--- config.mk ---
export PLATFORM = sky130hd
export DESIGN_NAME = mem_arbiter
export DESIGN_NICKNAME = d
export VERILOG_FILES = /design/src/rtl/mem_arb_pkg.sv /design/src/rtl/mem_arbiter_store_merge.sv /design/src/rtl/mem_arbiter.sv
export SDC_FILE = /design/constraint.sdc
export NUM_CORES = 1
export LEC_CHECK = 0
export BUFFER_PORTS_ARGS = -buffer_cell sky130_fd_sc_hd__buf_4
export CAP_MARGIN = 20
export CORE_AREA = 5 5 126 128
export CTS_BUF_LIST = sky130_fd_sc_hd__clkbuf_16
export DETAILED_ROUTE_END_ITERATION = 10
export DIE_AREA = 0 0 131 133
export SYNTH_ARGS = -nofsm -noshare
export SYNTH_HDL_FRONTEND = slang
export SYNTH_SLANG_ARGS = --single-unit
--- constraint.sdc ---
create_clock -name clk -period 3.14 [get_ports clk]
set_input_delay 0.628 -clock clk [delete_from_list [all_inputs] [get_ports clk]]
set_output_delay 0.628 -clock clk [all_outputs]
set_load 0.01 [all_outputs]
--- src/rtl/mem_arb_pkg.sv ---
// Shared types for the fetch/load-store RAM arbiter.
// Size encodings, FSM states and the misalignment rule.
package mem_arb_pkg;

  localparam logic [1:0] SZ_BYTE = 2'b00;
  localparam logic [1:0] SZ_HALF = 2'b01;
  localparam logic [1:0] SZ_WORD = 2'b10;

  typedef enum logic {
    ST_IDLE   = 1'b0,
    ST_RMW_WR = 1'b1
  } arb_state_e;

  function automatic logic misaligned(
    input logic [1:0] size,
    input logic [1:0] off
  );
    logic m;
    m = 1'b0;
    unique case (1'b1)
      size == SZ_BYTE: m = 1'b0;
      size == SZ_HALF: m = off[0];
      default:         m = (off != 2'b00);
    endcase
    return m;
  endfunction

endpackage

--- src/rtl/mem_arbiter_store_merge.sv ---
// Lane merge for partial stores: drops right-aligned store
// data into the addressed byte/half lanes of the old word.
module store_merge
  import mem_arb_pkg::*;
(
  input  logic [31:0] old_word,
  input  logic [31:0] wdata,
  input  logic [1:0]  size,
  input  logic [1:0]  offset,
  output logic [31:0] merged
);

  always_comb begin
    merged = old_word;
    unique case (1'b1)
      size == SZ_BYTE:
        merged[{offset, 3'b000} +: 8] = wdata[7:0];
      size == SZ_HALF:
        merged[{offset[1], 4'b0000} +: 16] = wdata[15:0];
      default:
        merged = wdata;
    endcase
  end

endmodule

--- src/rtl/mem_arbiter.sv ---
// Arbitrates one word RAM between fetch and load/store,
// adding byte/half stores through a two-cycle RMW.
module mem_arbiter
  import mem_arb_pkg::*;
#(
  parameter int ADDR_W = 12
) (
  input  logic        clk,
  input  logic        rst_n,
  input  logic        if_req,
  input  logic [31:0] if_addr,
  output logic        if_ready,
  output logic        if_rvalid,
  output logic [31:0] if_rdata,
  input  logic        dm_req,
  input  logic        dm_we,
  input  logic [1:0]  dm_size,
  input  logic [31:0] dm_addr,
  input  logic [31:0] dm_wdata,
  output logic        dm_ready,
  output logic        dm_rvalid,
  output logic [31:0] dm_rdata,
  output logic        dm_wdone,
  output logic        dm_misalign,
  output logic [31:0] ram_i_addr,
  output logic [31:0] ram_d_addr,
  output logic [31:0] ram_d_in,
  output logic        ram_w_enable,
  input  logic [31:0] ram_i_data,
  input  logic [31:0] ram_d_out
);

  localparam int PADW = 32 - ADDR_W;

  arb_state_e        state_q, state_d;
  logic [ADDR_W-1:0] addr_q, addr_d;
  logic [31:0]       wdata_q, wdata_d;
  logic [1:0]        size_q, size_d;
  logic [1:0]        off_q, off_d;
  logic              if_rvalid_q, if_rvalid_d;
  logic              dm_rvalid_q, dm_rvalid_d;

  logic [ADDR_W-1:0] i_idx, d_idx;
  logic [31:0]       merged;
  logic              mis, is_store;
  logic              unused_addr;

  assign i_idx = if_addr[ADDR_W+1:2];
  assign d_idx = dm_addr[ADDR_W+1:2];
  assign unused_addr = ^{if_addr[31:ADDR_W+2], if_addr[1:0],
                         dm_addr[31:ADDR_W+2]};

  store_merge u_merge (
    .old_word (ram_d_out),
    .wdata    (wdata_q),
    .size     (size_q),
    .offset   (off_q),
    .merged   (merged)
  );

  always_comb begin
    state_d      = state_q;
    addr_d       = addr_q;
    wdata_d      = wdata_q;
    size_d       = size_q;
    off_d        = off_q;
    if_rvalid_d  = 1'b0;
    dm_rvalid_d  = 1'b0;
    if_ready     = 1'b0;
    dm_ready     = 1'b0;
    dm_wdone     = 1'b0;
    dm_misalign  = 1'b0;
    ram_w_enable = 1'b0;
    ram_i_addr   = '0;
    ram_d_addr   = '0;
    ram_d_in     = '0;
    mis          = misaligned(dm_size, dm_addr[1:0]);
    is_store     = 1'b0;
    // Nothing is accepted or strobed while reset is held.
    if (rst_n) begin
      ram_i_addr = {{PADW{1'b0}}, i_idx};
      unique case (state_q)
        ST_IDLE: begin
          dm_ready    = 1'b1;
          is_store    = dm_req && dm_we;
          if_ready    = !is_store;
          if_rvalid_d = if_req && !is_store;
          ram_d_addr  = {{PADW{1'b0}}, d_idx};
          ram_d_in    = dm_wdata;
          if (dm_req && mis) begin
            dm_misalign = 1'b1;
          end else if (is_store && dm_size[1]) begin
            ram_w_enable = 1'b1;
            dm_wdone     = 1'b1;
          end else if (is_store) begin
            state_d = ST_RMW_WR;
            addr_d  = d_idx;
            wdata_d = dm_wdata;
            size_d  = dm_size;
            off_d   = dm_addr[1:0];
          end else if (dm_req) begin
            dm_rvalid_d = 1'b1;
          end
        end
        ST_RMW_WR: begin
          ram_d_addr   = {{PADW{1'b0}}, addr_q};
          ram_d_in     = merged;
          ram_w_enable = 1'b1;
          dm_wdone     = 1'b1;
          state_d      = ST_IDLE;
        end
        default: state_d = ST_IDLE;
      endcase
    end
  end

  always_ff @(posedge clk or negedge rst_n) begin
    if (!rst_n) begin
      state_q     <= ST_IDLE;
      addr_q      <= '0;
      wdata_q     <= '0;
      size_q      <= '0;
      off_q       <= '0;
      if_rvalid_q <= 1'b0;
      dm_rvalid_q <= 1'b0;
    end else begin
      state_q     <= state_d;
      addr_q      <= addr_d;
      wdata_q     <= wdata_d;
      size_q      <= size_d;
      off_q       <= off_d;
      if_rvalid_q <= if_rvalid_d;
      dm_rvalid_q <= dm_rvalid_d;
    end
  end

  assign if_rvalid = if_rvalid_q;
  assign dm_rvalid = dm_rvalid_q;
  assign if_rdata  = ram_i_data;
  assign dm_rdata  = ram_d_out;

endmodule

Yosys cells after proc, flatten, opt, wreduce, memory -nomap -nowiden
Index checks and enable logic that the tools add are counted.
- reductions and logical operators: 9
- bitwise gates (word level): 3
- $add $sub $neg: 2
- divide/modulo/power cells: 0
- multiply operators: 0
- muxes and demuxes: 32
- shifts and indexed selects: 4
- equality and inequality tests: 2
- order comparisons: 0
- operators by type and width (kind ; count):
    one-hot mux 32 bit (2 select lines) ; 3
    bitwise mux 32 bit ; 2
    two-way mux 32 bit ; 2
    variable shift 16 x 7 -> 32 bit (first input constant) ; 1
    variable shift 8 x 7 -> 32 bit (first input constant) ; 1
    indexed part select 16 x 7 -> 32 bit ; 1
    indexed part select 8 x 7 -> 32 bit ; 1
    two-way mux 1 bit ; 21
    negator 5 -> 7 bit ; 2
    two-way mux 12 bit ; 1
    one-hot mux 1 bit (2 select lines) ; 3
    AND reduction 5 bit ; 1
    == test 2 x 1 -> 1 bit (second input constant) ; 2
    logical AND 1 bit ; 4
    logical NOT 2 bit ; 2
    inverter 1 bit ; 3
    nonzero test 2 bit ; 1
    logical NOT 1 bit ; 1
- register bits after elaboration: 51
- output and inout port bits: 167
- memory bits (read-only): 0
- latch bits: 0
- memories kept: 0
- memory bits (writable): 0

Longest topological paths before layout
- depth in word-level cells: 6
- mapped depth: 10
- depth with buffers taken out: 6

By module
Synthesis repeated with hierarchy kept, for this count alone.
- cell total of the unflattened synthesis: 473
- area total of the unflattened synthesis: 4662.0 µm²
- modules (own cells, without submodules) (module ; cells each ; area an instance (µm²) ; instances):
    mem_arbiter ; 335 ; 3601.0 ; 1
    store_merge ; 138 ; 1061.0 ; 1

Worst setup path before layout
OpenSTA, ideal clock, no wires.
- path type: flip-flop to output port
- start point: reg off_q[1]
- end point: out ram_d_in[26]
- path slack: 292 ps
- stages on the path, launching flop included: 10
- data required time: 2512 ps
- buffers on the path: 3
- arrival time: 2220 ps
- path through: dfrtp_1 -> clkbuf_1 -> buf_2 -> inv_1 -> ha_1 -> or3b_2 -> buf_2 -> o32ai_1 -> a21oi_1 -> nor2_1
- longest elaborated chain between the ends: 6
- elaborated cells on any way between the ends: 11
- those cells by class: add/sub (2); shift (4); mux (5)
- ends and longest elaborated chain (item ; RTL line ; RTL):
    start, declared ; mem_arbiter.sv:39 ; logic [1:0] off_q, off_d;
    start signal, assigned ; mem_arbiter.sv:123 ; off_q <= '0;
    start signal, assigned ; mem_arbiter.sv:131 ; off_q <= off_d;
    negator 5 -> 7 bit (on tied branches) ; mem_arbiter_store_merge.sv:19, mem_arbiter_store_merge.sv:17 ;
    indexed part select 16 x 7 -> 32 bit, or another cell as far along ; mem_arbiter_store_merge.sv:19 ; merged[{offset[1], 4'b0000} +: 16] = wdata[15:0];
    bitwise mux 32 bit (on tied branches) ; mem_arbiter_store_merge.sv:19, mem_arbiter_store_merge.sv:17 ;
    one-hot mux 32 bit (2 select lines) * ; mem_arbiter_store_merge.sv:15 ; unique case (1'b1)
    one-hot mux 32 bit (2 select lines) * ; mem_arbiter.sv:82 ; unique case (state_q)
    two-way mux 32 bit * ; mem_arbiter.sv:80 ; if (rst_n) begin
    end, declared ; mem_arbiter.sv:27 ; output logic [31:0] ram_d_in,
Every way passes the cells marked *; elsewhere a longest branch is shown, timed or not.

Worst setup path after layout
- start point: reg off_q[0]
- end point: out ram_d_in[18]
- longest elaborated chain between the ends: 6
- elaborated cells on any way between the ends: 7
- those cells by class: add/sub (1); shift (2); mux (4)
- ends and longest elaborated chain (item ; RTL line ; RTL):
    negator 5 -> 7 bit * ; mem_arbiter_store_merge.sv:17 ; merged[{offset, 3'b000} +: 8] = wdata[7:0];
    indexed part select 8 x 7 -> 32 bit / variable shift 8 x 7 -> 32 bit (equally long branches) ; mem_arbiter_store_merge.sv:17 ;
    bitwise mux 32 bit * ; mem_arbiter_store_merge.sv:17 ;
    one-hot mux 32 bit (2 select lines) * ; mem_arbiter_store_merge.sv:15 ;
    one-hot mux 32 bit (2 select lines) * ; mem_arbiter.sv:82 ;
    two-way mux 32 bit * ; mem_arbiter.sv:80 ;
Marks and branches as above.

==> results by group <==
Outcome
  – Status: finished, final reports clean

Timing
  – Worst Max-Slew Pin Slew: 555 ps
  – Fin Setup TNS: 0 ps
  – Slew HR: 0.630
  – Fin Clk Skew: 6.71 ps
  – Final setup violation count: 0
  – Final worst slack: 178 ps
  – Fin crit share: 0.943
  – FMAX: 338 MHz
  – Worst hold slack: 208 ps
  – Fin crit period: 2960 ps
  – RSZ-0062 raised after global routing: no
  – Final Slew Violations: 0
  – Final hold vios: 0

Global route
  – Grt total ovfl: 0
  – Pin count of the biggest net entering global routing: 63
  – First-pass GRT wire length: 21,700 µm
  – Total Routing Usage GR: 0.154
  – Vias in the first global route: 4,053
  – Initial antenna violation count: 0

Routing
  – Initial DRT Pass Iterations: 4
  – DR DRC count: 0
  – Routed WL: 14,000 µm
  – Routed Antenna Nets: 0
  – Via density: 4.86
  – Wire length per cell: 17.0 µm
  – Vias: 3,991
  – DR iter-0 viols: 154

CTS
  – Hold buffers post-CTS: 0
  – CTS buffer count: 5
  – Root buf cell: clkbuf_16
  – Reg clk slew, reported paths: 70 ps
  – Clk_lat worst skew: 290 ps
  – TritonCTS sink count: 51
  – Post_cts resized: 0
  – CTS tree: yes
  – Post-CTS Setup Bufs: 0
  – Htree depth: 2
  – Max Buffers Root-to-Sink: 2

Critical path
  – Critical Path RT: 2510 ps
  – Setup Crit Path Kind: flip-flop to output pin
  – Worst setup EP type: output pin
  – Critical R2R Launch: state_q
  – Critical path launch point: off_q[0]
  – Worst reg2reg setup slack: 800 ps
  – Crit path launch type: flip-flop
  – RR Endpoint: wdata_q[23]
  – Maximum fanout along the worst path: 8
  – Worst EP arrival: 2330 ps
  – Worst R2R Path Depth: 5

Final layout
  – Fin area: 0.00563 mm²
  – Final core utilization: 0.381
  – Area of the multi-input gates: 0.00237 mm²
  – Most common cell after layout, fill and taps aside: buf_4
  – Final Net Count: 804
  – Area Growth Syn to Fin: 25.2%
  – Diodes inserted: 0
  – Share of layout cells above drive strength 1: 0.417
  – Commonest non-fill, non-tap cells in the layout: buf_4 (201), nand2_1 (61), dfrtp_1 (50), conb_1 (40), mux2_2 (39)
  – Finished Layout Cells: 821
  – Sequential cell area: 0.00128 mm²
  – Fill count: 1,497

Die
  – Row count: 45
  – DIE AREA: 0.0174 mm²
  – DIE WIDTH: 131 µm
  – Initial Utilization: 0.305
  – I/O Pins: 334
  – Core area: 0.0148 mm²
  – Die height: 133 µm

Synth
  – Post-synthesis sequential area ratio: 0.284
  – Syn avg cell area: 8.61 µm²
  – Synth Cell Area: 0.00449 mm²
  – Ys Warns: 0
  – Netlist cell types: 43
  – Post-synth ARST share: 1.00
  – Post-Synthesis Cells: 522
  – #FFs+latches synth: 51
  – Post-synth EDFFs: 0
  – Top_reg_cell synth: dfrtp_1

Placed design
  – Global placement routability congestion: 0.808
  – HPWL Detailed: 11,100 µm
  – Dpl cells: 813
  – DP Area: 0.00548 mm²
  – Pre-CTS setup slack: 422 ps
  – Port bufs: 191

Pwr
  – Worst vdd ir: 0.233 mV
  – Pleak: 2.68 nW
  – Total power: 2.48 mW
  – Pwr dens: 441 mW/mm²

Worst hold path
  – Hold Path Class: primary input to asynchronous set/reset pin

Job
  – Max-Cap Viols: 0
==> worst max-delay path by stage <==
stage / to / cells after the start
final: ram_d_in[18] / 7
after global routing: ram_d_in[18] / 7
after CTS: ram_d_in[30] / 7
after detailed placement: wdata_q[24] / 6
after global placement: ram_d_in[25] / 7
after floorplan: ram_d_in[26] / 9
==> routing by layer <==
layer | vias to the layer above | share of wire | GRT usage
met4 | 0 | 0.016 | 0.0349
met1 | 1920 | 0.42 | 0.200
li1 | 1885 | - | -
met3 | 25 | 0.077 | 0.0319
met2 | 161 | 0.49 | 0.260
met5 | - | 0 | 0
==> Yosys cell counts, types with 2 or more instances <==
library cell / n / share of area
and2_1: 14 / 0.019
and4b_1: 8 / 0.018
mux2_4: 8 / 0.027
nor2b_1: 14 / 0.019
o21ai_0: 34 / 0.038
a211oi_1: 7 / 0.012
buf_6: 2 / 0.0050
o21a_1: 2 / 0.0033
nand2_1: 61 / 0.051
buf_4: 106 / 0.18
a22oi_1: 8 / 0.013
o22ai_1: 10 / 0.014
clkbuf_1: 19 / 0.016
dfrtp_1: 51 / 0.28
nor2_1: 21 / 0.018
inv_1: 15 / 0.013
buf_1: 3 / 0.0025
mux2i_1: 15 / 0.033
nor4_1: 2 / 0.0028
o32ai_1: 2 / 0.0039
o211ai_1: 6 / 0.010
a21oi_1: 24 / 0.027
nand3_1: 8 / 0.0089
buf_2: 9 / 0.010
a221oi_1: 13 / 0.025
ha_1: 5 / 0.014
mux2_2: 39 / 0.098
==> kinds of logic after synthesis <==
logic type      Yosys count  share of synthesized area
buf+inv                 154                      0.223
other cells               1                   0.000835
mux                      62                      0.158
compound gates          109                      0.152
fa+ha+maj                 5                     0.0139
flops                    51                      0.284
simple gates            140                      0.168
==> power by group <==
group / leakage (nW) / internal [mW] / switching [mW] / total (mW)
sequential: 0.630 / 0.822 / 0.172 / 0.994
combinational: 1.98 / 0.484 / 0.480 / 0.965
clock: 0.0762 / 0.289 / 0.233 / 0.521
total: 2.68 / 1.59 / 0.885 / 2.48
==> state kept, by name (all words and copies together) (netlist names) <==
name       count
state_q        1
dm_rvalid      1
if_rvalid      1
size_q         2
off_q          2
wdata_q       32
addr_q        12
==> area by class of cell <==
class | instances | area share
multi-input combinational | 356 | 0.421
timing repair buffer | 203 | 0.275
sequential | 51 | 0.227
inverter | 15 | 0.0100
tap | 188 | 0.0418
clock buffer | 5 | 0.0222
clock inverter | 3 | 0.00222
==> worst max-delay path, stage by stage, from the launching register on <==
cell and delay (ps):
dfrtp_1 460, inv_1 130, ha_1 240, nor4_1 320
a41o_1 430, a221oi_1 170, nor2_1 160, buf_4 140
(Power assumes the default switching activity.)
